**config.mk**
```make
export PLATFORM = sky130hd
export DESIGN_NAME = wb_port_arbiter
export DESIGN_NICKNAME = d
export VERILOG_FILES = /design/src/rtl/wb_port_arbiter.sv
export SDC_FILE = /design/constraint.sdc
export NUM_CORES = 1
export LEC_CHECK = 0
export BUFFER_PORTS_ARGS = -buffer_cell sky130_fd_sc_hd__buf_2
export CORE_AREA = 2 2 130 145
export CTS_CLUSTER_SIZE = 14
export DETAILED_ROUTE_END_ITERATION = 6
export DIE_AREA = 0 0 132 147
export GPL_ROUTABILITY_DRIVEN = 0
export GPL_TIMING_DRIVEN = 0
export PLACE_DENSITY = 0.75
export SKIP_CTS_REPAIR_TIMING = 1
export SYNTH_ARGS = -nofsm -noshare
export SYNTH_HDL_FRONTEND = slang
export SYNTH_SLANG_ARGS = --single-unit
```
**constraint.sdc**
```tcl
create_clock -name clk -period 17.3 [get_ports clk]
set_input_delay 3.46 -clock clk [delete_from_list [all_inputs] [get_ports clk]]
set_output_delay 3.46 -clock clk [all_outputs]
set_load 0.1 [all_outputs]
```
**src/rtl/wb_port_arbiter.sv**
```systemverilog
// ============================================================================
// wb_port_arbiter : round-robin arbiter for two register-file write ports
//   Optional conflict counter enabled by macro WB_CONFLICT_CNT_EN.   Rev 1.0
// ============================================================================
`default_nettype none

module wb_port_arbiter #(
  parameter int NREQ = 4,
  parameter int DW   = 32,
  parameter int AW   = 5
) (
  input  logic               clk,
  input  logic               rst,
  input  logic               wb_stall,
  input  logic [NREQ-1:0]    req_valid,
  input  logic [NREQ*AW-1:0] req_rd,
  input  logic [NREQ*DW-1:0] req_data,
  output logic [NREQ-1:0]    req_ready,
  output logic               reg_write,
  output logic [AW-1:0]      regd,
  output logic [DW-1:0]      write_data,
  output logic               reg_write2,
  output logic [AW-1:0]      regd2,
  output logic [DW-1:0]      write_data2
`ifdef WB_CONFLICT_CNT_EN
  ,
  output logic [15:0]        conflict_cnt
`endif
);

  localparam int c_PW = (NREQ > 2) ? $clog2(NREQ) : 1;

  function automatic logic [c_PW-1:0] wrap_idx(input logic [c_PW-1:0] base,
                                               input int unsigned     off);
    logic [c_PW:0] s;
    s = {1'b0, base} + (c_PW+1)'(off);
    if (s >= (c_PW+1)'(NREQ)) s = s - (c_PW+1)'(NREQ);
    return s[c_PW-1:0];
  endfunction

  logic [c_PW-1:0] ptr_q, ptr_d;
  logic            reg_write_q, reg_write2_q;
  logic [AW-1:0]   regd_q, regd2_q;
  logic [DW-1:0]   write_data_q, write_data2_q;

  // Requesters rotated into scan order starting at the round-robin pointer.
  logic [c_PW-1:0] w_idx  [NREQ];
  logic [AW-1:0]   w_rd   [NREQ];
  logic [DW-1:0]   w_data [NREQ];
  logic [NREQ-1:0] w_vld;

  for (genvar k = 0; k < NREQ; k++) begin : g_scan
    assign w_idx[k]  = wrap_idx(ptr_q, k);
    assign w_rd[k]   = req_rd[w_idx[k]*AW +: AW];
    assign w_data[k] = req_data[w_idx[k]*DW +: DW];
    assign w_vld[k]  = req_valid[w_idx[k]];
  end

  logic [NREQ-1:0] w_ready;
  logic            w_p1, w_p2, w_conflict;
  logic [AW-1:0]   w_p1_rd, w_p2_rd;
  logic [DW-1:0]   w_p1_data, w_p2_data;
  logic [c_PW-1:0] w_last;

  always_comb begin
    w_ready    = '0;
    w_p1       = 1'b0;
    w_p2       = 1'b0;
    w_conflict = 1'b0;
    w_p1_rd    = '0;
    w_p2_rd    = '0;
    w_p1_data  = '0;
    w_p2_data  = '0;
    w_last     = ptr_q;
    for (int k = 0; k < NREQ; k++) begin
      if (!rst && !wb_stall && w_vld[k]) begin
        if (w_rd[k] == '0) begin
          w_ready[w_idx[k]] = 1'b1;
        end else if (!w_p1) begin
          w_p1              = 1'b1;
          w_p1_rd           = w_rd[k];
          w_p1_data         = w_data[k];
          w_last            = w_idx[k];
          w_ready[w_idx[k]] = 1'b1;
        end else if (!w_p2 && (w_rd[k] != w_p1_rd)) begin
          w_p2              = 1'b1;
          w_p2_rd           = w_rd[k];
          w_p2_data         = w_data[k];
          w_last            = w_idx[k];
          w_ready[w_idx[k]] = 1'b1;
        end else if (!w_p2) begin
          // Port 2 still free, so this denial is purely a same-rd conflict.
          w_conflict = 1'b1;
        end
      end
    end
  end

  assign ptr_d     = w_p1 ? wrap_idx(w_last, 1) : ptr_q;
  assign req_ready = w_ready;

  always_ff @(posedge clk) begin
    if (rst) begin
      ptr_q         <= '0;
      reg_write_q   <= 1'b0;
      reg_write2_q  <= 1'b0;
      regd_q        <= '0;
      regd2_q       <= '0;
      write_data_q  <= '0;
      write_data2_q <= '0;
    end else begin
      ptr_q        <= ptr_d;
      reg_write_q  <= w_p1;
      reg_write2_q <= w_p2;
      if (w_p1) begin
        regd_q       <= w_p1_rd;
        write_data_q <= w_p1_data;
      end
      if (w_p2) begin
        regd2_q       <= w_p2_rd;
        write_data2_q <= w_p2_data;
      end
    end
  end

  assign reg_write   = reg_write_q;
  assign reg_write2  = reg_write2_q;
  assign regd        = regd_q;
  assign regd2       = regd2_q;
  assign write_data  = write_data_q;
  assign write_data2 = write_data2_q;

`ifdef WB_CONFLICT_CNT_EN
  logic [15:0] cnt_q, cnt_d;

  assign cnt_d = (w_conflict && (cnt_q != 16'hFFFF)) ? cnt_q + 16'd1 : cnt_q;

  always_ff @(posedge clk) begin
    if (rst) cnt_q <= '0;
    else     cnt_q <= cnt_d;
  end

  assign conflict_cnt = cnt_q;
`endif

endmodule

`default_nettype wire

```
==> results of run 1 <==
## cells in the final DEF, fill, tap and decap left out, types with 22 or more instances in the layout
master,netlist,layout
a211oi_1,65,65
a21oi_1,53,53
a221o_1,34,34
buf_2,6,239
clkbuf_1,61,62
dfxtp_1,78,78
mux2i_1,39,39
mux4_2,152,152
nand2_1,37,37
nor2_1,85,85
nor3_1,38,38
or3b_1,22,22
## worst max path at each step
stage | cells after the start | to | slack, ns
4_1_cts | 12 | req_ready[3] | 6.20
3_3_place_gp | 12 | req_ready[3] | 6.26
3_5_place_dp | 12 | req_ready[3] | 6.21
2_1_floorplan | 10 | req_ready[0] | 6.97
5_1_grt | 12 | req_ready[3] | 5.93
6_report | 12 | req_ready[3] | 6.13
## logic make-up after synthesis
| group | count (synthesis) |
|---|---|
| flops | 78 |
| xor+xnor | 6 |
| compound gates | 224 |
| buf+inv | 107 |
| simple gates | 236 |
| fa+ha+maj | 4 |
| mux | 191 |
## registers in the layout (all words and copies together), names as in the netlist
register and count:
ptr_q 2, reg_write 1, regd2 5, write_data 32, regd 5, reg_write2 1, write_data2 32
## report_power, final
group,switching [mW],total (mW),internal (mW)
Clock,0.0859,0.197,0.111
Sequential,0.0511,0.302,0.251
Combinational,1.25,1.89,0.634
Total,1.39,2.39,0.997
## layer usage
layer	GRT usage, %	up-vias
met5	0	-
met4	18.6	2
met3	7.97	143
met2	56.1	954
met1	42.4	4640
li1	-	4019
## layout make-up
type | count | area [um^2]
clock buffers | 10 | 229
plain buffers | 91 | 394
inverters | 16 | 60.1
diodes | 5 | 12.5
repair buffers | 233 | 1170
fillers | 1541 | 7420
flip-flops and latches | 78 | 1560
clock inverters | 6 | 62.6
well taps | 243 | 304
multi-input cells | 661 | 6820
## through the flow
stage | instances | hold slack, ns | util, %
global route | 1342 | 0.536 | 58.8
CTS | 1338 | 0.503 | 58.8
global placement | 1322 | 0.467 | 57.2
floorplan | 846 | 0.925 | -
detailed placement | 1322 | 0.482 | 57.2
finish | 1343 | 0.513 | 58.8
==> results.md, run 1 <==
- Compound-gate portion of the synthesized area: 18.8%
- ANT nets after route: 0
- Cell taking the most area after synthesis: mux4_2
- Leakage: 3.91 nW
- Hold Path End: write_data2[29]
- CP Max Fanout: 10
- Final setup TNS: 0 ns
- Crit path from: req_rd[17]
- Post-DP HPWL: 25400 um
- Top-area cell type share of the netlist area: 38.8%
- Worst relative slew slack: 29.4%
- Power Total: 2.39 mW
- Io pins: 235
- Num rows: 52
- Clock Tree Buf Depth: 2
- Worst hold path type: flip-flop to flip-flop
- Reg-to-reg startpoint: ptr_q[0]
- Ys flop type: dfxtp_1
- Vias in the first global route: 9273
- Post-synth top cells: mux4_2, nor2_1, dfxtp_1
- CTS root buf: clkbuf_16
- Arr. time, crit path: 7.71 ns
- Synthesized area per cell: 10.4 um^2
- Worst-margin pin slew: 1.05 ns
- First-pass GRT wire length: 51900 um
- Outcome: finished, final reports clean
- Nets: 1249
- Syn Inst Count: 846
- Wire per inst: 25.7 um
- Crit share post-route: 64.6%
- DR pass1 iterations: 6
- HP Start: write_data2[29]
- Synth Cell Area: 8830 um^2
- CTS sink count: 78
- WL met2: 16300 um
- Ys async rst share: 0%
- Fmax achieved: 0.0895 GHz
- Max stage delay on crit path: 0.77 ns
- Slew Limit Fails: 0
- Skew-Pair Late Insertion Delay: 0.36 ns
- Hold Path Depth: 1
- Largest net degree at the start of global routing: 14
- Metal3 WL: 4680 um
- Worst path slowest cell: o21ai_1
- Post-route cell area: 10600 um^2
- CP Class: input port to output pin
- Buf/Inv on CP: 2
- DP Area: 10300 um^2
- Remaining global-route overflow: 0
- Final Hold Fails: 0
- Core Region: 18000 um^2
- Crit path time final: 11.17 ns
- CTS Buf Count: 9
- Share of layout cells above drive strength 1: 38.6%
- Met1 Wirelength: 11800 um
- YS warnings: 0
- R2R cell count: 16
- Clk pin slew, worst setup/hold paths: 0.06 ns
- Post-synthesis net count: 1005
- Sequential share of the synthesized area: 17.7%
- Gr usage total: 34.4%
- Pwr/cell area: 225 nW/um^2
- Largest family of logic cells by synthesized area: multiplexers
- XOR/XNOR Fraction of Synth Area: 0.595%
- H-tree depth: 3
- Die X: 132 um
- Crit Reg-Reg Endpoint: regd2[4]
- Worst-case vdd ir drop: 0.000130 V
- Initial antenna violation count: 6
- Dpl ws: 6.21 ns
- Adder-cell share of the synthesized area: 0.567%
- Crit path max-delay family: compound AO/OA/AOI/OAI gates
- Cell Chain, Critical Path: buf_2 -> mux4_2 -> or4_1 -> o21ai_1 -> a31oi_1 -> o32a_1 -> a22oi_1 -> nand3_1 -> nand2b_1 -> a31oi_1 -> a221o_1 -> buf_2
- Synth Area in Simple Gates: 14.0%
- Vias: 9758
- Port Buf Inserts: 233
- Endpoint class of the critical path: output pin
- Largest cells by area after synthesis: mux4_2, dfxtp_1, a211oi_1, mux2i_1, a221o_1
- Count leader, synth: mux4_2
- Die Area: 19400 um^2
- Fin worst setup slack: 6.13 ns
- Highest Signal Layer: met5
- Clock Skews: 0.00941 ns
- RSZ-0062 raised after global routing: no
- CTS tree: yes
- Final setup violation count: 0
- EDFF count, synth: 0
- Required @ worst endpoint: 13.84 ns
- Startpoint Class: input port
- Starting DRT DRC Count: 1170
- FF-to-FF setup slack: 11.04 ns
- Chip Height: 147 um
- Initial Util: 49.0%
- Final wirelength: 34500 um
- DR vias/cell: 7.27
- DRC: 0
- Count of cell types in the netlist: 67
- Mux contribution to synthesized area: 43.2%
- Max Cap Violations: 0
- P&R area growth vs syn: 20.1%
- Yosys reg bits: 78
Power figures use the tool's default switching activity.
==> inputs of run 2 (changes only) <==
Settings changed: PLACE_DENSITY 0.75 to 0.78.
Clock period 17.3 ns to 9.85 ns, I/O delays scaled along.
==> run 2 against run 1 <==
Net effect: clock skew down 0.00085 ns; final cell count is essentially flat; first-iteration DRC count shrank 9.4%; sequential share of layout area fell by 0.057 points; non-clock buffer count unchanged; combinational power up 75%; via count fell by 0.68%; critical endpoint unchanged; largest power group unchanged.
==> results.md, run 2 (synthesized netlist as in run 1, its figures left out) <==
- Outcome: finished, final reports clean
- Post-DP HPWL: 25200 um
- H-tree depth: 3
- CTS root buf: clkbuf_16
- First-pass GRT wire length: 51100 um
- CTS tree: yes
- Gr usage total: 33.9%
- Initial Util: 49.0%
- Pwr/cell area: 398 nW/um^2
- P&R area growth vs syn: 20.6%
- DRC: 0
- Port Buf Inserts: 233
- Clock Skews: 0.00856 ns
- Final setup violation count: 0
- # fillers: 1538
- Clock group share of total power: 9.2%
- Largest net degree at the start of global routing: 13
- Most common cell after layout, fill and taps aside: buf_2
- Remaining global-route overflow: 0
- Buf/Inv on CP: 8
- Worst hold path type: flip-flop to flip-flop
- Max Cap Violations: 0
- Skew-Pair Late Insertion Delay: 0.36 ns
- DR pass1 iterations: 5
- Wire per inst: 25.3 um
- Register area: 1560 um^2
- Nets: 1249
- Max stage delay on crit path: 0.69 ns
- Final Hold Fails: 0
- RSZ-0062 raised after global routing: no
- Sequential power share: 12.5%
- Fmax achieved: 0.122 GHz
- Arr. time, crit path: 6.24 ns
- Core Region: 18000 um^2
- Non-filler cells, final: 1342
- Leakage: 3.94 nW
- Final setup TNS: 0 ns
- Clk pin slew, worst setup/hold paths: 0.07 ns
- Crit path max-delay family: buffers and inverters
- Chip Height: 147 um
- Required @ worst endpoint: 7.88 ns
- Vias: 9692
- Area occupied by multi-input gates: 6820 um^2
- Initial antenna violation count: 2
- Psw: 2.44 mW
- Starting DRT DRC Count: 1060
- Vias in the first global route: 9275
- Die X: 132 um
- Crit path time final: 8.21 ns
- Endpoint class of the critical path: output pin
- CTS sink count: 78
- CP Class: flip-flop to output pin
- Final hold slack: 0.485 ns
- Cell Chain, Critical Path: buf_6 -> buf_6 -> buf_6 -> buf_1 -> inv_1 -> ha_1 -> clkbuf_1 -> mux4_2 -> nor2_1 -> a21oi_2 -> or2_1 -> clkbuf_1 -> o32a_1 -> a22oi_1 -> nand3_1 -> nand2b_1 -> a31oi_1 -> a221o_1 -> buf_2
- Internal: 1.80 mW
- Worst relative slew slack: 26.5%
- DR vias/cell: 7.22
- Commonest non-fill, non-tap cells in the layout: buf_2, mux4_2, nor2_1
- Final wirelength: 33900 um
- CTS Buf Count: 9
- Die Area: 19400 um^2
- ANT nets after route: 0
- Slew Limit Fails: 0
- Share of layout cells above drive strength 1: 38.6%
- Placed Instances: 1322
- Combinational power share: 78.2%
- Clock Tree Buf Depth: 2
- Switching Share: 57.6%
- CP Max Fanout: 10
- Final core occ: 59.1%
- Io pins: 235
- Worst-margin pin slew: 1.10 ns
- Startpoint Class: flip-flop
- Most used cell, CP: buf_6
- Num rows: 52
- Crit share post-route: 83.3%
- Worst-case vdd ir drop: 0.000219 V
- Worst path slowest cell: mux4_2
==> run 2: final timing paths <==
path                        start         endpoint  slack, ns  cells past startpoint
hold reg to reg   write_data2[29]  write_data2[29]       0.48                      1
setup / recovery         ptr_q[0]     req_ready[3]       1.64                     19
hold / removal    write_data2[29]  write_data2[29]       0.48                      1
setup reg to reg         ptr_q[0]         regd2[4]       3.63                     16
==> run 2: cell type report <==
class,instances,share of cell area [%]
clock inverters,3,0.611
flip-flops and latches,78,14.7
plain buffers,91,3.70
inverters,16,0.564
clock buffers,13,2.54
repair buffers,233,11.0
well taps,243,2.86
multi-input cells,661,64.0
diodes,4,0.0940
==> run 2: power by group through the flow <==
stage               Sequential [mW]  Combinational, mW  Clock (mW)
floorplan                      1.36               1.76           0
global placement              0.530               3.21           0
detailed placement            0.529               3.24           0
CTS                           0.524               3.26       0.387
global route                  0.537               3.45       0.397
finish                        0.531               3.31       0.391
==> run 2: per-stage QoR <==
step                      instance area, um^2  worst slack [ns]  total power [mW]
after floorplan                          8830              2.50              3.11
after global placement                  10300              1.86              3.74
after detailed placement                10300              1.86              3.77
after CTS                               10600              1.72              4.17
after global routing                    10600              1.36              4.38
final                                   10600              1.64              4.23
==> run 2: routing by layer <==
metal / GRT usage, % / up-vias / part of all wire, %
li1: - / 4011 / -
met1: 42.5 / 4636 / 34
met2: 56.1 / 905 / 48
met3: 6.90 / 140 / 13
met4: 16.7 / 0 / 4.8
met5: 0 / - / 0
==> inputs of run 3 (changes only) <==
Settings changed: PLACE_DENSITY 0.78 to 0.75.
Clock period 9.85 ns to 8.1 ns, I/O delays scaled along.
==> run 3 against run 2 <==
Net effect: routed wire length rose by 1.4%; largest power group unchanged; largest cell class unchanged; worst setup slack lost 1.3 ns; worst hold slack better by 0.029 ns; combinational power grew 22%.
==> results.md, run 3 (synthesized netlist as in run 1, its figures left out) <==
- Worst path slowest cell: mux4_2
- Die Area: 19400 um^2
- Crit share post-route: 96.0%
- Largest net degree at the start of global routing: 14
- Crit path time final: 7.78 ns
- Core Region: 18000 um^2
- Commonest non-fill, non-tap cells in the layout: buf_2, mux4_2, nor2_1
- Worst-margin pin slew: 1.08 ns
- Final setup TNS: 0 ns
- Clock Skews: 0.00850 ns
- Most used cell, CP: clkbuf_1
- Dpl ws: 0.694 ns
- Startpoint Class: flip-flop
- P&R area growth vs syn: 20.0%
- Slew Limit Fails: 0
- CTS tree: yes
- First-pass GRT wire length: 51900 um
- Remaining global-route overflow: 0
- Most common cell after layout, fill and taps aside: buf_2
- Num rows: 52
- Max stage delay on crit path: 0.69 ns
- Skew-Pair Late Insertion Delay: 0.35 ns
- Nets: 1248
- Outcome: finished, final reports clean
- Gr usage total: 34.4%
- DP Area: 10300 um^2
- Max Cap Violations: 0
- Initial antenna violation count: 6
- DR pass1 iterations: 5
- Final hold slack: 0.514 ns
- RSZ-0062 raised after global routing: no
- Initial Util: 49.0%
- Worst relative slew slack: 28.2%
- Final Hold Fails: 0
- Final core occ: 58.8%
- CTS root buf: clkbuf_16
- Cell Chain, Critical Path: buf_2 -> clkbuf_1 -> clkinv_1 -> ha_1 -> clkbuf_1 -> mux4_2 -> nor2_1 -> a21oi_2 -> or2_1 -> clkbuf_1 -> o32a_1 -> a22oi_1 -> nand3_1 -> nand2b_1 -> a31oi_1 -> a221o_1 -> buf_2
- Final wirelength: 34400 um
- Fin worst setup slack: 0.322 ns
- Clk pin slew, worst setup/hold paths: 0.06 ns
- Clock Tree Buf Depth: 2
- CP Class: flip-flop to output pin
- Worst hold path type: flip-flop to flip-flop
- Vias in the first global route: 9273
- Required @ worst endpoint: 6.48 ns
- Pwr/cell area: 481 nW/um^2
- # fillers: 1543
- Final setup violation count: 0
- Leakage: 3.91 nW
- Endpoint class of the critical path: output pin
- CTS sink count: 78
- Port Buf Inserts: 233
- CTS Buf Count: 9
- Worst-case vdd ir drop: 0.000278 V
- Vias: 9749
- Post-DP HPWL: 25400 um
- Io pins: 235
- DRC: 0
- CP Max Fanout: 10
- Chip Height: 147 um
- Post-route cell area: 10600 um^2
- H-tree depth: 3
- Fmax achieved: 0.129 GHz
- DR vias/cell: 7.26
- Die X: 132 um
- Wire per inst: 25.7 um
- Arr. time, crit path: 6.16 ns
- Share of layout cells above drive strength 1: 38.7%
- ANT nets after route: 0
- Starting DRT DRC Count: 1185
## run 3: cell count changes in the layout (fill, tap and decap cells not counted), sizes merged
| cell | change |
|---|---|
| bufinv | -1 |
| diode | +1 |
| clkbuf | -3 |
| clkinv | +1 |
| buf | -1 |
| clkinvlp | +3 |
## run 3: through the flow
step	total power, mW	cells
global placement	4.56	1322
global route	5.29	1341
detailed placement	4.59	1322
floorplan	3.78	846
CTS	5.02	1338
finish	5.10	1342
## run 3: layout make-up
cell class / instances / area, um^2 / share of cell area (%)
Multi-Input combinational cell: 661 / 6820 / 64.3
Sequential cell: 78 / 1560 / 14.7
Timing Repair Buffer: 233 / 1170 / 11.0
Buffer: 90 / 390 / 3.68
Tap cell: 243 / 304 / 2.87
Clock buffer: 10 / 229 / 2.16
Clock inverter: 6 / 62.6 / 0.590
Inverter: 16 / 60.1 / 0.567
Antenna cell: 5 / 12.5 / 0.118
## run 3: worst max-delay path, delay by kind of cell, from the launching register on
family                     cells  cell delay, ns
adders and majority gates      1            0.40
DFF                            1            0.35
and+or+nand+nor                4            0.84
AOI/OAI and AO/OA              5            1.46
buffers and inverters          6            2.04
muxes                          1            0.69
## run 3: per-layer routing
metal	track usage (%)	wire length, um	up-vias
li1	-	-	4009
met2	56.1	16200	912
met3	7.97	4660	157
met4	18.6	1920	2
met1	42.4	11700	4669
met5	0	13	-
## run 3: final timing paths
| kind | startpoint | end | slack, ns | depth (start not counted) |
|---|---|---|---|---|
| worst max-delay path | ptr_q[1] | req_ready[3] | 0.32 | 17 |
| worst min-delay path | write_data2[29] | write_data2[29] | 0.51 | 1 |
| worst max register to register | ptr_q[1] | regd2[4] | 1.85 | 14 |
| worst min register to register | write_data2[29] | write_data2[29] | 0.51 | 1 |
## run 3: power breakdown
group          internal (mW)  switching, mW  total (mW)
clock                  0.238          0.181       0.419
combinational           1.35           2.68        4.03
sequential             0.537          0.109       0.646
